### config.mk
export PLATFORM = sky130hd
export DESIGN_NAME = booth_r4_accum
export DESIGN_NICKNAME = d
export VERILOG_FILES = /design/src/rtl/booth_r4_accum.sv
export SDC_FILE = /design/constraint.sdc
export NUM_CORES = 1
export LEC_CHECK = 0
export ABC_AREA = 1
export CAP_MARGIN = 20
export CORE_AREA = 2 2 69 87
export CTS_CLUSTER_DIAMETER = 50
export CTS_CLUSTER_SIZE = 24
export DETAILED_ROUTE_END_ITERATION = 12
export DIE_AREA = 0 0 71 89
export MAX_ROUTING_LAYER = met4
export PLACE_DENSITY = 0.77
export REMOVE_ABC_BUFFERS = 1
export SLEW_MARGIN = 20
export SYNTH_ARGS = -nofsm -noshare
export SYNTH_HDL_FRONTEND = slang
export SYNTH_SLANG_ARGS = --single-unit
### constraint.sdc
create_clock -name clk -period 4.6 [get_ports clk]
set_input_delay 1.38 -clock clk [delete_from_list [all_inputs] [get_ports clk]]
set_output_delay 1.38 -clock clk [all_outputs]
set_load 0.01 [all_outputs]
### src/rtl/booth_r4_accum.sv
// booth_r4_accum: radix-4 Booth multiplier that accumulates one serial Booth triple per cycle.
module booth_r4_accum #(
  parameter int MW = 8,
  localparam int PW = 2*MW,
  localparam int NGRP = MW/2
) (
  input  logic          clk,
  input  logic          rst,
  input  logic          start,
  input  logic [MW-1:0] mcand,
  input  logic [2:0]    grp,
  output logic [PW-1:0] product,
  output logic          busy,
  output logic          done
);
  localparam int CW = (NGRP > 1) ? $clog2(NGRP) : 1;
  typedef enum logic [1:0] {IDLE, RUN, DONE} state_t;
  state_t state, nxt;
  logic [MW-1:0] mc;
  logic [PW-1:0] acc, m, m2, pp, sum;
  logic [CW-1:0] cnt;
  logic last;
  always_comb begin
    m = {{MW{mc[MW-1]}}, mc};
    m2 = m << 1;
    pp = (grp == 3'b001 || grp == 3'b010) ? m :
         (grp == 3'b011) ? m2 :
         (grp == 3'b100) ? -m2 :
         (grp == 3'b101 || grp == 3'b110) ? -m : '0;
    sum = acc + (pp << {cnt, 1'b0});
    last = cnt == CW'(NGRP-1);
  end
  always_comb nxt = (state == RUN) ? (last ? DONE : RUN) : (start ? RUN : IDLE);
  always_ff @(posedge clk)
    if (rst) state <= IDLE;
    else state <= nxt;
  always_ff @(posedge clk)
    if (rst) begin
      mc <= '0;
      acc <= '0;
      cnt <= '0;
      product <= '0;
    end else if (state == RUN) begin
      acc <= sum;
      cnt <= cnt + CW'(1);
      if (last) product <= sum;
    end else if (start) begin
      mc <= mcand;
      acc <= '0;
      cnt <= '0;
    end
  assign busy = state == RUN;
  assign done = state == DONE;
endmodule

==> summary by stage <==
Critical path
The critical path in this run is classified as input port to flop. STA classifies the critical path endpoint as a flop. The endpoint arrival time on the critical path is 4490 ps. For this design, the slowest cell found on the critical path is sky130_fd_sc_hd__clkdlybuf4s50_1.

Along the worst path, the maximum fanout reaches 7. The required time reported for the critical path endpoint is 4760 ps. The largest single stage delay on the critical path is 530 ps. The worst setup path is launched from an input port.

The reg-to-reg startpoint is mc[0]$_SDFFE_PP0P_. On the critical path the largest part of the delay comes from buffers and inverters. The critical path contains buffers and inverters numbering 5 combined. The worst reg-to-reg path cell count is 20. Traced cell by cell, the critical path runs through clkdlybuf4s50_1 > inv_1 > nor2_4 > inv_1 > o21ai_0 > o21bai_1 > nand3_1 > nand2_1 > nand2_1 > o21ai_0 > ha_1 > inv_1 > o21ai_0 > inv_1 > nand3_1 > a21boi_2 > o21ai_0 > or2_1 > nand3_1 > a21oi_1. The register-to-register setup slack is 1120 ps.

In this run the critical register-to-register path is captured at acc[12]$_SDFFE_PP0P_.

Clock network
The root buffer cell is sky130_fd_sc_hd__clkbuf_8. The clock latency on the worst-skew pair is 300 ps. Once the clock tree was built, the setup fixing pass inserted 0 buffers. The maximum buffer depth of the clock tree is 2.

TritonCTS built the clock tree. The clock-pin slew reported for the worst setup and hold paths after clock tree synthesis is 90 ps. Clock tree synthesis found a total of 44 sinks. The H-tree depth reported by CTS is 2.

The CTS buffer count is 5.

Yosys
The library cell with the largest summed area after synthesis is sky130_fd_sc_hd__dfxtp_1. Of the synthesized area, sequential elements account for 29.00%. The total number of yosys warnings is 0.

A synthesized cell averages 6.619 µm². The dominant cell by count in the synthesized netlist is sky130_fd_sc_hd__nand2_1. The count of flip-flops with a built-in enable after synthesis is 0. The count of state elements after synthesis is 44. Yosys attributes the largest share of cell area to sky130_fd_sc_hd__dfxtp_1, sky130_fd_sc_hd__nand2_1, sky130_fd_sc_hd__nand3_1.

The cell count after synthesis is 459. The commonest cells after synthesis are sky130_fd_sc_hd__nand2_1, sky130_fd_sc_hd__nand3_1, sky130_fd_sc_hd__dfxtp_1, sky130_fd_sc_hd__inv_1, sky130_fd_sc_hd__a21oi_1. The most used flip-flop cell after synthesis is sky130_fd_sc_hd__dfxtp_1. The post-synthesis cell area is 3038 µm². Counting flops with an async set or reset pin after synthesis yields a share of 0%. Summed over its instances, the top area cell type makes up 29.00% of the synthesized netlist area. The distinct cell type count after synthesis is 40.

Min path
The kind of path behind the tightest hold check is flop to flop. In this run the most critical hold path is launched from product[15]$_SDFFE_PP0P_. The worst hold path stage count is 2. For hold timing, the worst endpoint is product[15]$_SDFFE_PP0P_.

Timing
Dividing the final minimum period by the clock period gives 94.22%. The final-report max-slew violation count was 0. The worst relative slew slack is 43.20%. The transition at the pin with the smallest max-transition slack is 849.3 ps. Setup violations remaining at the end of the flow were counted as 0. The post-route minimum period is 4334 ps. The maximum clock frequency is 0.2307 GHz.

The worst clock skew is 6.620 ps. The number of failing hold endpoints at the final stage came to 0.

Die
The starting utilization of the core area is 55.82%. In this run the vertical extent of the chip is 89 µm. The number of rows in the core area is 30. The floorplan die area is 6319 µm². In this run the count of I/O pins placed on the die edge is 32.

The floorplan step defined a core boundary enclosing 5443 µm². The width of the die is 71 µm.

Cells and area
The post-layout net count is 531. The number of fill cells in the layout is 517. In the final layout, the multi-input gates occupy 1951 µm². Cells fill 66.02% of the core in the end. The antenna diode count is 0. Summing all flip-flop and latch instances after layout gives 880.8 µm². The post-route netlist has 11.45% of its cells at a drive strength greater than 1. Relative to the synthesized area, the layout overhead comes to 18.29%.

Global routing
The total track usage is 26.66%. After global routing the overflow that remains totals 0. The initial antenna violation count is 0. The first global-routing pass estimated 13230 µm of wire.

The number of global-route vias before repair was 3138. The largest net degree at the start of global routing is 26.

Place
The final weighted congestion of routability-driven global placement is 0.9361. The count of input and output buffers is 31. Once detailed placement completed, the half-perimeter wirelength came to 5751 µm.

Routing
Dividing the detail-routed wire length by the instance count gives 13.71 µm. After detailed routing, the number of vias per cell comes to 5.632. The first routing iteration left 128 violations. The first TritonRoute pass finished after 6 iterations.

For this run, design rule violations remaining after detail routing come to 0. After detailed routing, the total wire length is 7704 µm. The number of nets with antenna violations after detailed routing is 0. The via count of the routed design is 3165.

Power and ir drop
Dividing total power by cell area gives a power density of 296.7 nW/µm². The total power draw is 1.066 mW. Across the VDD grid, the largest voltage drop is 218.4 µV.

The leakage power is 1.679 nW.

Run status
The flow ran to the end, and the final reports show no timing, DRC or antenna violations.

Run
The tool flagged a number of max-cap violations equal to 0.
## cell type report
class,instances,area share [%]
Sequential cell,44,24.51
Inverter,49,5.118
Timing Repair Buffer,44,11.35
Tap cell,64,2.228
Clock buffer,5,1.915
Multi-Input combinational cell,353,54.28
Clock inverter,3,0.5919
## what timing repair did
item	CTS	global route
hold buffers	0	0
gates resized for setup	0	11
endpoints found under the hold margin	0	0
setup endpoints to repair	0	10
## kinds of logic (layout without fill, tap and decap cells)
| kind of cell | count (synthesis) | after routing | synth area share (%) |
|---|---|---|---|
| AO/OA/AOI/OAI | 89 | 89 | 16.56 |
| XOR/XNOR | 14 | 14 | 4.036 |
| adder cells (fa/ha/maj) | 20 | 20 | 8.484 |
| buffers and inverters | 62 | 101 | 7.825 |
| flip-flops | 44 | 44 | 28.99 |
| AND/OR/NAND/NOR | 230 | 230 | 34.10 |
## state kept, by name (all words and copies together) (netlist names)
name,flops
cnt,2
mc,8
product,16
state,2
acc,16
## layer usage
metal	wire [µm]	track usage, %	vias up
met1	3256	28.35	1445
met2	3780	48.60	101
met3	316	4.171	34
met5	0	-	-
li1	-	-	1585
met4	351	12.35	0
## placed cells by master (no fill, tap or decap), types with 4 or more instances in the layout
| cell | synthesis | layout |
|---|---|---|
| sky130_fd_sc_hd__a21oi_1 | 38 | 37 |
| sky130_fd_sc_hd__buf_4 | 0 | 13 |
| sky130_fd_sc_hd__clkbuf_8 | 0 | 5 |
| sky130_fd_sc_hd__clkdlybuf4s50_1 | 0 | 31 |
| sky130_fd_sc_hd__dfxtp_1 | 44 | 44 |
| sky130_fd_sc_hd__ha_1 | 19 | 19 |
| sky130_fd_sc_hd__inv_1 | 44 | 44 |
| sky130_fd_sc_hd__inv_2 | 4 | 4 |
| sky130_fd_sc_hd__nand2_1 | 126 | 126 |
| sky130_fd_sc_hd__nand2_2 | 7 | 7 |
| sky130_fd_sc_hd__nand3_1 | 48 | 48 |
| sky130_fd_sc_hd__nand3_2 | 4 | 4 |
| sky130_fd_sc_hd__nor2_1 | 27 | 25 |
| sky130_fd_sc_hd__nor2_2 | 2 | 4 |
| sky130_fd_sc_hd__o21ai_0 | 26 | 23 |
| sky130_fd_sc_hd__o21ai_1 | 2 | 4 |
| sky130_fd_sc_hd__o22ai_1 | 4 | 4 |
| sky130_fd_sc_hd__or2_2 | 4 | 4 |
| sky130_fd_sc_hd__xnor2_1 | 4 | 4 |
| sky130_fd_sc_hd__xor2_1 | 10 | 10 |
## worst max-delay path by stage
stage	start	end	slack, ps	depth (start not counted)
after floorplan	grp[1]	acc[12]$_SDFFE_PP0P_	830	19
after CTS	grp[0]	acc[12]$_SDFFE_PP0P_	220	20
after detailed placement	grp[0]	acc[12]$_SDFFE_PP0P_	-110	20
after global placement	grp[0]	acc[12]$_SDFFE_PP0P_	-20	20
after global routing	grp[2]	acc[12]$_SDFFE_PP0P_	-130	20
final	grp[2]	acc[12]$_SDFFE_PP0P_	270	20
## worst reg2reg max path, stage by stage, from the launching register on
cell and delay, ps:
sky130_fd_sc_hd__dfxtp_1 500, sky130_fd_sc_hd__inv_1 110, sky130_fd_sc_hd__ha_1 260, sky130_fd_sc_hd__nand2_2 150, sky130_fd_sc_hd__xor2_1 230, sky130_fd_sc_hd__o21ai_0 140
sky130_fd_sc_hd__o21bai_1 200, sky130_fd_sc_hd__nand3_1 90, sky130_fd_sc_hd__nand2_1 100, sky130_fd_sc_hd__nand2_1 60, sky130_fd_sc_hd__o21ai_0 90, sky130_fd_sc_hd__ha_1 350
sky130_fd_sc_hd__inv_1 110, sky130_fd_sc_hd__o21ai_0 80, sky130_fd_sc_hd__inv_1 70, sky130_fd_sc_hd__nand3_1 120, sky130_fd_sc_hd__a21boi_2 190, sky130_fd_sc_hd__o21ai_0 110
sky130_fd_sc_hd__or2_1 240, sky130_fd_sc_hd__nand3_1 80, sky130_fd_sc_hd__a21oi_1 60
## where the power goes
| part | internal (mW) | switching, mW |
|---|---|---|
| clock network | 0.108 | 0.144 |
| logic | 0.154 | 0.235 |
| registers | 0.401 | 0.0226 |
| total | 0.664 | 0.402 |
## per-stage QoR
stage	setup TNS (ps)	cell area, µm²	worst slack, ps	hold WS [ps]	std cells
6_report	0	3593	265.9	474.2	562
4_1_cts	0	3562	219.9	475.7	562
2_1_floorplan	0	2984	829.5	439.2	446
3_3_place_gp	-22.73	3472	-22.73	454.1	554
3_5_place_dp	-196.8	3472	-107.6	460.0	554
5_1_grt	-225.2	3593	-127.4	490.9	562
No activity file was read; power rests on OpenSTA's default activity.
==> patch 1, RTL diff (same flow settings) <==
Put one more register stage on the output `product`, with the module's reset. The value now appears one clock later. The other outputs are not delayed to match.
--- a/src/rtl/booth_r4_accum.sv
+++ b/src/rtl/booth_r4_accum.sv
@@ -16,4 +16,6 @@
   localparam int CW = (NGRP > 1) ? $clog2(NGRP) : 1;
   typedef enum logic [1:0] {IDLE, RUN, DONE} state_t;
+
+  logic [PW-1:0] product_s0;
   state_t state, nxt;
   logic [MW-1:0] mc;
@@ -40,9 +42,9 @@
       acc <= '0;
       cnt <= '0;
-      product <= '0;
+      product_s0 <= '0;
     end else if (state == RUN) begin
       acc <= sum;
       cnt <= cnt + CW'(1);
-      if (last) product <= sum;
+      if (last) product_s0 <= sum;
     end else if (start) begin
       mc <= mcand;
@@ -52,4 +54,12 @@
   assign busy = state == RUN;
   assign done = state == DONE;
+  always_ff @(posedge clk) begin
+    if (rst) begin
+      product <= '0;
+    end else begin
+      product <= product_s0;
+    end
+  end
+
 endmodule
 
Check against the original RTL: not equivalent (a bounded check fails within 10 cycles, from zero or initial values and one cycle with rst high).
==> patch 1 against the unedited design <==
  * Power grew 36%
  * Cell area grew 13%
  * Global-route usage grew 2.2 points
  * Combinational power shrank 3%
  * Setup slack gained 0.070 ns
  * Synthesized area grew 14%
  * Wire length grew 9.1%
  * Core utilization grew 8.4 points
  * Sequential cell count grew 16
==> patch 1: results (changes against the unedited design) <==
Run status
  • Outcome: finished clean (unchanged)

Finish
  • Layout non-clock buf frac: 8.96% (was 11.4%)
  • Share of cells above drive strength 1: 11.5% (was 11.4%)
  • Fin nets: 559 (was 531)
  • Clock Buffer Count: 9 (was 5)
  • Fillers: 446 (was 517)
  • Registers with the most flip-flops: acc x16, product x16, product_s0 x16 (was acc x16, product x16, mc x8)
  • Area grow syn2layout: 17.0% (was 18.3%)
  • Non-clk invs: 59 (was 49)
  • Area of the multi-input gates: 1980 sq um (was 1950 sq um)

Worst setup path
  • Delay-heaviest family, CP: simple AND/OR/NAND/NOR gates (was buffers and inverters)
  • Reg2reg path depth: 18 (was 20)
  • Worst Setup SP: grp[0] (was grp[2])
  • Worst R2R End: product_s0[14] (was acc[12])
  • R2R Setup Slk: 1.23 ns (was 1.12 ns)

Logic synthesis
  • Adder-Cell Fraction of Synth Area: 7.44% (was 8.48%)
  • Cell variety after synth: 43 (was 40)
  • Avg Synthesized Cell Area: 7.09 sq um (was 6.62 sq um)
  • Synth Area in XOR/XNOR: 2.78% (was 4.04%)
  • Synth top area cells: dfxtp_1, nand2_1, ha_1 (was dfxtp_1, nand2_1, nand3_1)
  • Yosys reg bits: 60 (was 44)

Placed design
  • RePlAce Congestion: 0.976 (was 0.936)
  • Setup WS pre-CTS: -0.0485 ns (was -0.108 ns)

Power and ir drop
  • Seq. pwr: 561 uW (was 424 uW)
  • Max IR drop VDD: 244 uV (was 218 uV)
  • Clock network fraction of design power: 34.9% (was 23.7%)
  • P_leak: 0.00180 uW (was 0.00168 uW)
  • Net Switching: 505 uW (was 402 uW)

Route
  • DR vias/cell: 5.59 (was 5.63)
  • Pre-antenna DRT Iters: 4 (was 6)
  • Vias: 3322 (was 3165)
  • DR iter-0 viols: 174 (was 128)

CTS
  • Htree depth: 3 (was 2)
  • Clock Latency Late Sink: 0.36 ns (was 0.30 ns)

GRT
  • Number of global-route vias before repair: 3208 (was 3138)
  • Tot GR Track Use: 28.8% (was 26.7%)
  • Largest net degree at the start of global routing: 36 (was 26)

STA
  • Setup Skew: 0.0120 ns (was 0.00662 ns)
  • Hold slack final: 0.426 ns (was 0.474 ns)
  • Min Tclk post-route: 4.26 ns (was 4.33 ns)

Min path
  • Min-delay src: product_s0[10] (was product[15])
  • Worst hold path endpoint: product[10] (was product[15])
==> patch 1: cell types whose count changed in the layout (fill, tap and decap cells not counted), sizes merged, moves of 3 or more <==
cell | before | now
o21ai | 30 | 34
dfxtp | 44 | 60
nor2 | 32 | 52
o22ai | 4 | 9
buf | 13 | 7
a21oi | 39 | 43
clkbuf | 5 | 9
inv | 49 | 62
nand2 | 133 | 116
nand3 | 52 | 40
nand4 | 1 | 6
a22o | 0 | 3
==> patch 1: timing repair <==
action | in CTS | in global routing
buffers inserted | 0 | 0
gates resized for setup | 0 | 1
endpoints found under the hold margin | 0 | 0
endpoints found under the setup margin | 0 | 2
==> patch 1: per-layer routing <==
metal / GRT usage [%] / vias to the layer above / share of wire, %
li1: - / 1687 / -
met1: 29.3 / 1521 / 42
met2: 51.3 / 87 / 51
met3: 6.76 / 27 / 4.1
met4: 16.0 / 0 / 2.8
met5: - / - / 0
==> patch 2, RTL diff (same settings) <==
Without the edit above. The parameter `MW` goes from 8 to 4.
--- a/src/rtl/booth_r4_accum.sv
+++ b/src/rtl/booth_r4_accum.sv
@@ -1,5 +1,5 @@
 // booth_r4_accum: radix-4 Booth multiplier that accumulates one serial Booth triple per cycle.
 module booth_r4_accum #(
-  parameter int MW = 8,
+  parameter int MW = 4,
   localparam int PW = 2*MW,
   localparam int NGRP = MW/2
Interface: changed (resized mcand and product); port bits go from 32 to 20. No check against the original RTL was run, so the function may have changed too.
==> patch 2 against the unedited design <==
  * Count of clock-buffer cells in the layout decreased by 2
  * Via count fell by 54%
  * Highest routed layer unchanged
  * Cell area shrank 50%
  * Power fell by 54%
  * Setup slack improved by 0.45 ns
  * Wire length is 56% lower
  * Synthesized area decreased by 51%
  * Critical endpoint is now acc[7]
  * Sequential cell count decreased by 21
==> patch 2: results (changes against the unedited design) <==
STA
  • Setup Skew: 0.00178 ns (was 0.00662 ns)
  • Least-Margin Pin Slew: 0.435 ns (was 0.849 ns)
  • Hold slack final: 0.471 ns (was 0.474 ns)
  • Min Tclk post-route: 3.89 ns (was 4.33 ns)

CTS
  • Buffer depth of the longest clock path: 2 (unchanged)
  • Post-CTS setup buffer count: 0 (unchanged)
  • Htree depth: 1 (was 2)
  • CTS buffer count: 3 (was 5)
  • Reg clk slew, reported paths: 0.08 ns
  • CTS resizes: 0 (unchanged)
  • Clock Latency Late Sink: 0.27 ns (was 0.30 ns)
  • Root Buffer: clkbuf_8 (unchanged)

Run status
  • Outcome: finished clean (unchanged)

GRT
  • M1 GR Usage: 14.4% (was 28.4%)
  • First-pass GRT wire length: 5970 microns (was 13200 microns)
  • Grt met3 use: 2.03% (was 4.17%)
  • Largest net degree at the start of global routing: 14 (was 26)
  • GR Util met2: 19.9% (was 48.6%)
  • Tot GR Track Use: 11.9% (was 26.7%)
  • Initial antenna violation count: 0 (unchanged)

Worst setup path
  • Critical Path Fanout Max: 5 (was 7)
  • R2R Setup Slk: 1.87 ns (was 1.12 ns)
  • Reg2reg path depth: 16 (was 20)
  • Arr. time, crit path: 4.09 ns (was 4.49 ns)

Route
  • DR vias/cell: 4.74 (was 5.63)
  • Routed length per instance: 11.2 microns (was 13.7 microns)
  • Pre-antenna DRT Iters: 5 (was 6)
  • DR iter-0 viols: 138 (was 128)
  • Vias: 1447 (was 3165)

Placed design
  • Cell Area, Placed: 1760 sq um (was 3470 sq um)
  • Setup WS pre-CTS: 0.481 ns (was -0.108 ns)
  • RePlAce Congestion: 0.919 (was 0.936)
  • I/O Buffers: 19 (was 31)
  • Post-DP HPWL: 2690 microns (was 5750 microns)
  • Post-Place Cells: 301 (was 554)

Logic synthesis
  • Avg Synthesized Cell Area: 6.79 sq um (was 6.62 sq um)
  • Synth top area cells: dfxtp_1, nand2_1, ha_1 (was dfxtp_1, nand2_1, nand3_1)
  • Mux cell area share after synthesis: 0% (unchanged)
  • Compound-gate portion of the synthesized area: 15.2% (was 16.6%)
  • Seq/Total Area, Yosys: 30.7% (was 29.0%)
  • Commonest cells in the netlist: nand2_1, inv_1, dfxtp_1, nand3_1, a21oi_1 (was nand2_1, nand3_1, dfxtp_1, inv_1, a21oi_1)
  • Adder-Cell Fraction of Synth Area: 9.67% (was 8.48%)
  • Async SR Flop Fraction: 0% (unchanged)
  • Synth Area in XOR/XNOR: 3.50% (was 4.04%)
  • Cell variety after synth: 23 (was 40)
  • Synth Warn #: 0 (unchanged)

Power and ir drop
  • P_leak: 0.000810 uW (was 0.00168 uW)
  • Max IR drop VDD: 109 uV (was 218 uV)

Finish
  • Diodes inserted: 0 (unchanged)
  • Fin nets: 263 (was 531)
  • Registers with the most flip-flops: acc x8, product x8, mc x4 (was acc x16, product x16, mc x8)
  • Fillers: 568 (was 517)
  • Share of cells above drive strength 1: 12.4% (was 11.4%)

Min path
  • Hold Path Stages: 2 (unchanged)
  • Hold Path Class: reg -> reg (unchanged)
## patch 2: changes by cell type after synthesis, moves of 4 or more
| cell | before | now |
|---|---|---|
| nand2_1 | 126 | 57 |
| nand3_1 | 48 | 19 |
| dfxtp_1 | 44 | 23 |
| a21oi_1 | 38 | 18 |
| inv_1 | 44 | 25 |
| nor2_1 | 27 | 10 |
| o21ai_0 | 26 | 13 |
| ha_1 | 19 | 10 |
| xor2_1 | 10 | 3 |
| clkbuf_1 | 8 | 3 |
| o22ai_1 | 4 | 0 |
## patch 2: worst paths after layout
path          start  endpoint
min          acc[2]    acc[2]
min reg2reg  acc[2]    acc[2]
max          grp[1]    acc[7]
max reg2reg   mc[1]    acc[7]
## patch 2: cell type report
class | count | area, sq um | area share (%)
Multi-Input combinational cell | 164 | 912 | 50.5
Tap cell | 64 | 80.1 | 4.44
Sequential cell | 23 | 460 | 25.5
Clock inverter | 1 | 5.00 | 0.277
Inverter | 31 | 116 | 6.44
Timing Repair Buffer | 19 | 190 | 10.5
Clock buffer | 3 | 41.3 | 2.29
## patch 2: layer usage
metal | vias up | wire (microns)
met3 | 4 | 149
li1 | 758 | -
met1 | 649 | 1560
met5 | - | 0
met4 | 0 | 46
met2 | 36 | 1660
## patch 2: worst max-delay path, cell delays in order
cell,delay (ns)
clkdlybuf4s50_1,0.54
nor2_2,0.08
inv_1,0.07
nand2_1,0.06
nor2_2,0.17
inv_2,0.08
o21ai_0,0.16
inv_1,0.07
nand2_1,0.05
o21ai_0,0.11
ha_1,0.37
a21oi_1,0.23
nand2_1,0.13
a31oi_1,0.23
inv_1,0.08
nand3_2,0.09
nand3_2,0.08
a21oi_2,0.11
## patch 2: where the power goes
group,switching (uW),internal [uW]
clock,67.8,60.6
combinational,86.8,56.0
sequential,8.42,210
